File: config.mk
export PLATFORM = sky130hd
export DESIGN_NAME = tc_pl_spi_master
export DESIGN_NICKNAME = d
export VERILOG_FILES = /design/src/rtl/tc_pl_spi_master.sv
export SDC_FILE = /design/constraint.sdc
export NUM_CORES = 1
export LEC_CHECK = 0
export CAP_MARGIN = 20
export CORE_UTILIZATION = 45
export DETAILED_ROUTE_END_ITERATION = 7
export PLACE_DENSITY = 0.73
export SYNTH_ARGS = -nofsm -noshare
export SYNTH_HDL_FRONTEND = slang
export SYNTH_SLANG_ARGS = --single-unit
File: constraint.sdc
create_clock -name clk -period 2.9 [get_ports clk]
set_input_delay 0.58 -clock clk [delete_from_list [all_inputs] [get_ports clk]]
set_output_delay 0.58 -clock clk [all_outputs]
set_load 0.005 [all_outputs]
File: src/rtl/tc_pl_spi_master.sv
// Mode-0 SPI initiator for the PL chip-select fan-out bus.
// Define SPI_LSB_FIRST_EN for LSB-first framing on both tx and rx.
module tc_pl_spi_master #(
  parameter int DATA_W  = 24,
  parameter int CLK_DIV = 4,
  parameter int AGP0_25 = 8
) (
  input  logic               clk,
  input  logic               rst,
  input  logic               start,
  input  logic [DATA_W-1:0]  tx_data,
  input  logic [AGP0_25-1:0] sel_in,
  output logic               busy,
  output logic               done,
  output logic [DATA_W-1:0]  rx_data,
  output logic [AGP0_25-1:0] chip_sel,
  output logic               spi_CSN,
  output logic               spi_SCLK,
  output logic               spi_MOSI,
  input  logic               spi_MISO
);

  localparam int HC_W = $clog2(CLK_DIV);
  localparam int BC_W = $clog2(DATA_W);

  localparam logic [2:0] S_IDLE  = 3'd0;
  localparam logic [2:0] S_SETUP = 3'd1;
  localparam logic [2:0] S_SHIFT = 3'd2;
  localparam logic [2:0] S_HOLD  = 3'd3;
  localparam logic [2:0] S_GAP   = 3'd4;

  logic [2:0]        state;
  logic [HC_W-1:0]   hc;
  logic [BC_W-1:0]   bc;
  logic [DATA_W-1:0] tx_sr;
  logic [DATA_W-1:0] rx_sr;
  logic [DATA_W-1:0] tx_nxt;
  logic [DATA_W-1:0] rx_nxt;
  logic              hc_end;
  logic              bc_end;

  assign hc_end = (hc == HC_W'(CLK_DIV - 1));
  assign bc_end = (bc == BC_W'(DATA_W - 1));

  // Zeros shift in behind the data, so MOSI idles low after the last bit.
`ifdef SPI_LSB_FIRST_EN
  assign tx_nxt   = {1'b0, tx_sr[DATA_W-1:1]};
  assign rx_nxt   = {spi_MISO, rx_sr[DATA_W-1:1]};
  assign spi_MOSI = tx_sr[0];
`else
  assign tx_nxt   = {tx_sr[DATA_W-2:0], 1'b0};
  assign rx_nxt   = {rx_sr[DATA_W-2:0], spi_MISO};
  assign spi_MOSI = tx_sr[DATA_W-1];
`endif

  always_ff @(posedge clk or negedge rst) begin
    if (!rst) begin
      state    <= S_IDLE;
      hc       <= '0;
      bc       <= '0;
      tx_sr    <= '0;
      rx_sr    <= '0;
      busy     <= 1'b0;
      done     <= 1'b0;
      rx_data  <= '0;
      chip_sel <= '0;
      spi_CSN  <= 1'b1;
      spi_SCLK <= 1'b0;
    end else begin
      done <= 1'b0;
      unique case (state)
        S_IDLE: begin
          if (start) begin
            tx_sr    <= tx_data;
            chip_sel <= sel_in;
            busy     <= 1'b1;
            spi_CSN  <= 1'b0;
            hc       <= '0;
            bc       <= '0;
            state    <= S_SETUP;
          end
        end
        S_SETUP: begin
          if (hc_end) begin
            hc    <= '0;
            state <= S_SHIFT;
          end else begin
            hc <= hc + HC_W'(1);
          end
        end
        S_SHIFT: begin
          if (!hc_end) begin
            hc <= hc + HC_W'(1);
          end else begin
            hc <= '0;
            if (!spi_SCLK) begin
              spi_SCLK <= 1'b1;
            end else begin
              spi_SCLK <= 1'b0;
              tx_sr    <= tx_nxt;
              rx_sr    <= rx_nxt;
              if (bc_end) begin
                state <= S_HOLD;
              end else begin
                bc <= bc + BC_W'(1);
              end
            end
          end
        end
        S_HOLD: begin
          if (hc_end) begin
            hc      <= '0;
            spi_CSN <= 1'b1;
            rx_data <= rx_sr;
            done    <= 1'b1;
            state   <= S_GAP;
          end else begin
            hc <= hc + HC_W'(1);
          end
        end
        S_GAP: begin
          if (hc_end) begin
            hc       <= '0;
            busy     <= 1'b0;
            chip_sel <= '0;
            state    <= S_IDLE;
          end else begin
            hc <= hc + HC_W'(1);
          end
        end
        default: begin
          state <= S_IDLE;
        end
      endcase
    end
  end

endmodule

==> insert_results.sql, run 1 <==
INSERT INTO impl_metrics (metric_group, metric, value, unit) VALUES
('outcome', 'outcome', 'completed', ''),
('cells_and_area', 'layout-drive-gt1-share', '18.4', '%'),
('floorplanning', 'initial_core_util', '46.5', '%'),
('timing', 'max_freq', '493', 'MHz'),
('cts', 'clkSinkCount', '94', ''),
('synth', 'ys_warn_count', '0', ''),
('critical_path', 'start_kind', 'flop', ''),
('cts', 'cts_hold_buffers', '0', ''),
('place', 'gp_routability_congestion', '0.813', ''),
('power', 'total_power', '3.97', 'mW'),
('cells_and_area', 'area_growth_syn_to_layout', '23.7', '%'),
('power', 'pwr-share-seq', '46.4', '%'),
('cells_and_area', 'final_util', '57.6', '%'),
('power', 'p_sw', '1.32', 'mW'),
('global_route', 'gr-usage-all-layers', '16.8', '%'),
('critical_path', 'cp.required', '3.17', 'ns'),
('synth', 'synth_cell_type_count', '43', ''),
('floorplanning', 'io_pins', '73', ''),
('global_route', 'grt_antenna_before_repair', '0', ''),
('floorplanning', 'design.die.area', '9400', 'µm²'),
('timing', 'finalWorstSetupSlack', '0.872', 'ns'),
('detailed_routing', 'wl_final', '7380', 'µm'),
('global_route', 'pin_count_of_the_biggest_net_entering_global_routing', '51', ''),
('timing', 'relSlewSlack', '40.4', '%'),
('detailed_routing', 'via_count', '2738', ''),
('critical_path', 'criticalPathCategory', 'reg -> reg', ''),
('timing', 'fin_crit_sh', '69.9', '%'),
('global_route', 'grt_pass1_wl', '12700', 'µm'),
('job', 'maxCapViolations', '0', ''),
('cts', 'cts_buffers', '9', ''),
('floorplanning', 'fp.dieW', '97.0', 'µm'),
('timing', 'finalHoldViolCount', '0', ''),
('cts', 'postCtsSetupBuffers', '0', ''),
('cells_and_area', 'final.fill_count', '736', ''),
('power', 'share_clk_of_total_power', '22.5', '%'),
('critical_path', 'critical_path_peak_fanout', '49', ''),
('global_route', 'grt_pass1_vias', '2692', ''),
('synth', 'postSynthCellCount', '334', ''),
('detailed_routing', 'avgViaCountPerCell', '5.32', ''),
('cts', 'tritoncts', 'built', ''),
('power', 'power.density', '791', 'nW/µm²'),
('timing', 'rsz0062_at_grt', 'false', ''),
('power', 'peakVddDrop', '0.314', 'mV'),
('timing', 'final_setup_viols', '0', ''),
('cells_and_area', 'mostFrequentLayoutCells', 'dfrtp_1 (93), clkdlybuf4s50_1 (71), nand2_1 (55)', ''),
('synth', 'async_flop_share', '100', '%'),
('cts', 'cts-resized-gates', '0', ''),
('floorplanning', 'core_area', '8720', 'µm²'),
('cells_and_area', 'antenna_cells_inserted', '0', ''),
('global_route', 'grt_remaining_overflow', '0', ''),
('critical_path', 'ff2ff_path_depth', '6', ''),
('synth', 'mappedNetlistNets', '372', ''),
('place', 'post-place-cells', '499', ''),
('synth', 'ys.flop_type', 'dfrtp_1', ''),
('hold_path', 'hold_path_class', 'in -> async', ''),
('power', 'p_comb_share', '31.1', '%'),
('synth', 'post_synth.cell_area_avg', '12.1', 'µm²'),
('power', 'netSwitchingFraction', '33.3', '%'),
('timing', 'fin_setup_tns', '0', 'ns'),
('power', 'power_report.internal_total', '2.65', 'mW'),
('timing', 'final_max_slew_viol_count', '0', ''),
('detailed_routing', 'drtPass1Iterations', '4', ''),
('synth', 'mapped_area', '4060', 'µm²'),
('synth', 'register_bit_count_reported_by_yosys', '94', ''),
('detailed_routing', 'post_drt_wl_per_cell', '14.3', 'µm'),
('floorplanning', 'chipHeight', '97.0', 'µm'),
('place', 'buffer_ports.inserted', '72', ''),
('timing', 'worst_pin_slew', '0.893', 'ns'),
('cts', 'cts.root.buffer_cell', 'clkbuf_8', ''),
('detailed_routing', 'route.detailed.drc', '0', ''),
('cts', 'max-clock-path-buffers', '2', '');
## stage by stage
stage | area [µm²] | hold WS [ns]
after floorplan | 4060 | 0.284
after global routing | 5020 | 0.287
final | 5020 | 0.244
after CTS | 5020 | 0.257
after global placement | 4810 | 0.449
after detailed placement | 4810 | 0.457
## state kept, by name (all words and copies together), names as in the netlist
name and count:
bc 5, busy 1, chip_sel 8, done 1, hc 2, rx_data 24
rx_sr 24, spi_CSN 1, spi_SCLK 1, state 3, tx_sr 24
## power groups by stage
| stage | logic (mW) | clock network, mW | registers [mW] |
|---|---|---|---|
| finish | 1.23 | 0.894 | 1.84 |
| CTS | 1.25 | 0.926 | 1.84 |
| floorplan | 0.936 | 0 | 1.79 |
| detailed placement | 1.25 | 0 | 1.86 |
| global placement | 1.20 | 0 | 1.85 |
| global route | 1.40 | 0.974 | 1.88 |
## routing by layer
metal,track usage [%],share of wire (%)
met1,22.5,46
met2,26.8,48
met3,3.54,3.7
met4,7.00,1.4
met5,0,0
## worst max-delay path, cell delays in order (launching register included)
cell     delay [ns]
dfrtp_1        0.42
ha_1           0.44
nand3_1        0.23
a21oi_4        0.18
buf_4          0.39
a31oi_1        0.15
o22ai_1        0.15
## path summary, 6_finish.rpt
kind / startpoint / to / slack (ns)
worst max-delay path: hc[0] / bc[1] / 0.87
worst min-delay path: rst / rx_data[18] / 0.24
worst max register to register: hc[0] / bc[1] / 0.87
worst min register to register: spi_CSN / spi_CSN / 0.47
max in group asynchronous: rst / tx_sr[17] / 2.00
min in group clk: spi_CSN / spi_CSN / 0.47
## cells in the mapped netlist, drive strengths merged (2+ instances only)
| cell type | n | area, µm² |
|---|---|---|
| a211oi | 2 | 15.0 |
| a21oi | 5 | 28.8 |
| a22o | 9 | 78.8 |
| nor2 | 29 | 111 |
| o211ai | 2 | 15.0 |
| dfrtp | 93 | 2330 |
| buf | 19 | 148 |
| nand2 | 55 | 206 |
| nand2b | 2 | 12.5 |
| nor2b | 2 | 20.0 |
| o21ai | 10 | 50.0 |
| nand3 | 6 | 42.5 |
| inv | 5 | 18.8 |
| nor3 | 2 | 10.0 |
| xnor2 | 2 | 17.5 |
| a31oi | 25 | 156 |
| mux2 | 49 | 627 |
| or2 | 2 | 12.5 |
| ha | 2 | 25.0 |
## kinds of logic (layout without fill, tap and decap cells)
group / count (synthesis) / count (layout) / synth area share, %
AO/OA/AOI/OAI: 58 / 58 / 9.50
XOR/XNOR: 2 / 2 / 0.432
adder cells (fa/ha/maj): 2 / 2 / 0.617
buffers and inverters: 24 / 97 / 4.10
flip-flops: 94 / 94 / 58.0
multiplexers: 50 / 50 / 15.7
AND/OR/NAND/NOR: 104 / 104 / 11.7
## cell type report
| type | instances | area, µm² | share of cell area (%) |
|---|---|---|---|
| Clock buffer | 12 | 155 | 3.09 |
| Clock inverter | 4 | 52.6 | 1.05 |
| Tap cell | 108 | 135 | 2.69 |
| Inverter | 5 | 18.8 | 0.374 |
| Multi-Input combinational cell | 216 | 1550 | 30.8 |
| Timing Repair Buffer | 76 | 761 | 15.2 |
| Sequential cell | 94 | 2350 | 46.9 |
(Power assumes the default switching activity.)
==> run 2, diff against run 1 <==
PLACE_DENSITY = 0.76   (was 0.73)
clock period = 1.8 ns   (was 2.9 ns; I/O delays follow)
==> insert_results.sql, run 2 (synthesis results as in run 1) <==
INSERT INTO impl_metrics (metric_group, metric, value, unit) VALUES
('cts', 'cts.clk_slew.worst_paths', '0.09', 'ns'),
('critical_path', 'end_kind', 'output port', ''),
('global_route', 'pin_count_of_the_biggest_net_entering_global_routing', '34', ''),
('detailed_routing', 'wl_final', '7540', 'µm'),
('critical_path', 'worstSetupPathDepth', '1', ''),
('global_route', 'grt_remaining_overflow', '0', ''),
('floorplanning', 'row_count', '34', ''),
('floorplanning', 'io_pins', '73', ''),
('floorplanning', 'fp.dieW', '97.0', 'µm'),
('cells_and_area', 'antenna_cells_inserted', '0', ''),
('power', 'p_leak', '2.39', 'nW'),
('critical_path', 'timing.critical_path.max_delay_family', 'buffers and inverters', ''),
('timing', 'fin_crit_sh', '91.7', '%'),
('hold_path', 'min_from', 'spi_CSN', ''),
('timing', 'period_minus_slack', '1.65', 'ns'),
('cts', 'cts_buffers', '9', ''),
('power', 'p_sw', '2.21', 'mW'),
('critical_path', 'r2r_slack', '0.16', 'ns'),
('global_route', 'use_met3', '3.68', '%'),
('critical_path', 'critical_path_arrival', '1.29', 'ns'),
('floorplanning', 'initial_core_util', '46.5', '%'),
('detailed_routing', 'detailedRoute.firstIterationViolations', '94', ''),
('detailed_routing', 'avgViaCountPerCell', '5.19', ''),
('hold_path', 'whs_path_depth', '2', ''),
('detailed_routing', 'drtPass1Iterations', '4', ''),
('cells_and_area', 'area_growth_syn_to_layout', '29.4', '%'),
('critical_path', 'worst_r2r_endpoint', 'rx_sr[0]', ''),
('detailed_routing', 'via_count', '2742', ''),
('cells_and_area', 'layout-drive-gt1-share', '21.2', '%'),
('detailed_routing', 'route.detailed.drc', '0', ''),
('critical_path', 'critical_path_peak_fanout', '6', ''),
('critical_path', 'ff2ff_path_depth', '4', ''),
('place', 'dpl_worst_slack', '0.0104', 'ns'),
('cells_and_area', 'largestRegisters', 'rx_data x24, rx_sr x24, tx_sr x24', ''),
('floorplanning', 'core_area', '8720', 'µm²'),
('floorplanning', 'design.die.area', '9400', 'µm²'),
('critical_path', 'timing.critical_path.cells', 'clkdlybuf4s50_1', ''),
('critical_path', 'critical_path.slowest_cell', 'clkdlybuf4s50_1', ''),
('detailed_routing', 'route.antenna.remaining_nets', '0', ''),
('power', 'netSwitchingFraction', '31.6', '%'),
('cts', 'max-clock-path-buffers', '2', ''),
('power', 'share_clk_of_total_power', '26.3', '%'),
('cts', 'tritoncts', 'built', ''),
('global_route', 'grt_antenna_before_repair', '0', ''),
('cells_and_area', 'mostFrequentLayoutCells', 'dfrtp_1 (92), clkdlybuf4s50_1 (70), nand2_1 (55)', ''),
('critical_path', 'cp.required', '1.44', 'ns'),
('cells_and_area', 'mostFrequentLayoutCell', 'dfrtp_1', ''),
('cts', 'cts.root.buffer_cell', 'clkbuf_8', ''),
('timing', 'finalHoldViolCount', '0', ''),
('power', 'p_comb_share', '32.0', '%'),
('critical_path', 'slowest_cell_delay_on_critical_path', '0.52', 'ns'),
('job', 'maxCapViolations', '0', ''),
('floorplanning', 'chipHeight', '97.0', 'µm'),
('power', 'peakVddDrop', '0.609', 'mV'),
('global_route', 'most_used_routing_layer', 'met2', ''),
('timing', 'final_max_slew_viol_count', '0', ''),
('critical_path', 'start_kind', 'flop', ''),
('timing', 'finalWorstSetupSlack', '0.149', 'ns'),
('timing', 'worst_pin_slew', '0.444', 'ns'),
('place', 'gp_routability_congestion', '0.804', ''),
('timing', 'max_freq', '606', 'MHz'),
('global_route', 'gr_layer_usage_met1', '23.4', '%'),
('cts', 'cts-htree-levels', '3', ''),
('power', 'power_report.internal_total', '4.79', 'mW'),
('global_route', 'grt_pass1_vias', '2773', ''),
('timing', 'final_setup_viols', '0', ''),
('critical_path', 'regToRegStartpoint', 'state[2]', ''),
('hold_path', 'hold_path_end', 'spi_CSN', ''),
('critical_path', 'cp-startpoint', 'spi_SCLK', ''),
('global_route', 'gr-usage-all-layers', '17.4', '%'),
('global_route', 'grt_pass1_wl', '13300', 'µm'),
('critical_path', 'cp_num_buf_inv', '1', ''),
('hold_path', 'hold_path_class', 'reg -> reg', ''),
('place', 'buffer_ports.inserted', '72', ''),
('power', 'pwr-share-seq', '41.7', '%'),
('timing', 'rsz0062_at_grt', 'false', ''),
('place', 'post-dp-hpwl', '5240', 'µm'),
('global_route', 'met2_usage', '28.0', '%'),
('power', 'power.density', '1330', 'nW/µm²'),
('timing', 'fin_setup_tns', '0', 'ns'),
('cells_and_area', 'nets', '453', ''),
('critical_path', 'criticalPathCategory', 'reg -> out', ''),
('power', 'total_power', '7.00', 'mW'),
('cts', 'clk_latency', '0.36', 'ns'),
('detailed_routing', 'post_drt_wl_per_cell', '14.3', 'µm'),
('cts', 'clkSinkCount', '94', ''),
('timing', 'relSlewSlack', '70.2', '%'),
('timing', 'clock-skew-final', '0.0111', 'ns'),
('outcome', 'outcome', 'completed', '');
## run 2: power groups by stage
| stage | clock network [mW] | logic (mW) | registers, mW |
|---|---|---|---|
| after CTS | 1.88 | 2.26 | 2.91 |
| final | 1.84 | 2.24 | 2.92 |
| after detailed placement | 0 | 2.25 | 2.95 |
| after floorplan | 0 | 1.51 | 2.88 |
| after global routing | 1.96 | 2.53 | 2.99 |
| after global placement | 0 | 2.17 | 2.93 |
## run 2: routing by layer
layer,wire [µm],vias up
li1,-,1327
met1,3500,1348
met2,3700,63
met3,269,4
met4,58,0
met5,0,-
## run 2: metrics by stage
| stage | utilization [%] | cells | hold slack (ns) | instance area, µm² |
|---|---|---|---|---|
| CTS | 60.1 | 528 | 0.466 | 5240 |
| global placement | 56.9 | 511 | 0.330 | 4970 |
| global route | 60.2 | 528 | 0.493 | 5250 |
| finish | 60.2 | 528 | 0.463 | 5250 |
| floorplan | - | 334 | 0.0644 | 4060 |
| detailed placement | 56.9 | 511 | 0.338 | 4970 |
## run 2: worst min-delay path, stage by stage (launching register included)
cell and delay (ns):
dfstp_2 0.38, inv_1 0.04, a21oi_1 0.05
## run 2: cell type report
cell class                 count  area (µm²)
clock buffer                  10         128
clock inverter                 6         140
fill                         697        3470
inverter                       5        18.8
multi-input combinational    216        1550
sequential                    94        2350
tap                          108         135
timing repair buffer          89         926
## run 2: worst max-delay path by stage
| stage | endpoint | slack, ns |
|---|---|---|
| 2_1_floorplan | rx_sr[10] | 0.17 |
| 3_3_place_gp | tx_sr[23] | 0.08 |
| 3_5_place_dp | tx_sr[23] | 0.01 |
| 4_1_cts | spi_CSN | 0.02 |
| 5_1_grt | tx_sr[23] | 0.02 |
| 6_report | spi_SCLK | 0.15 |
## run 2: what timing repair did
item	in CTS	in global routing
endpoints found under the hold margin	31	0
gates resized for setup	0	4
setup endpoints to repair	0	18
hold buffers	1	0
buffers inserted	0	0
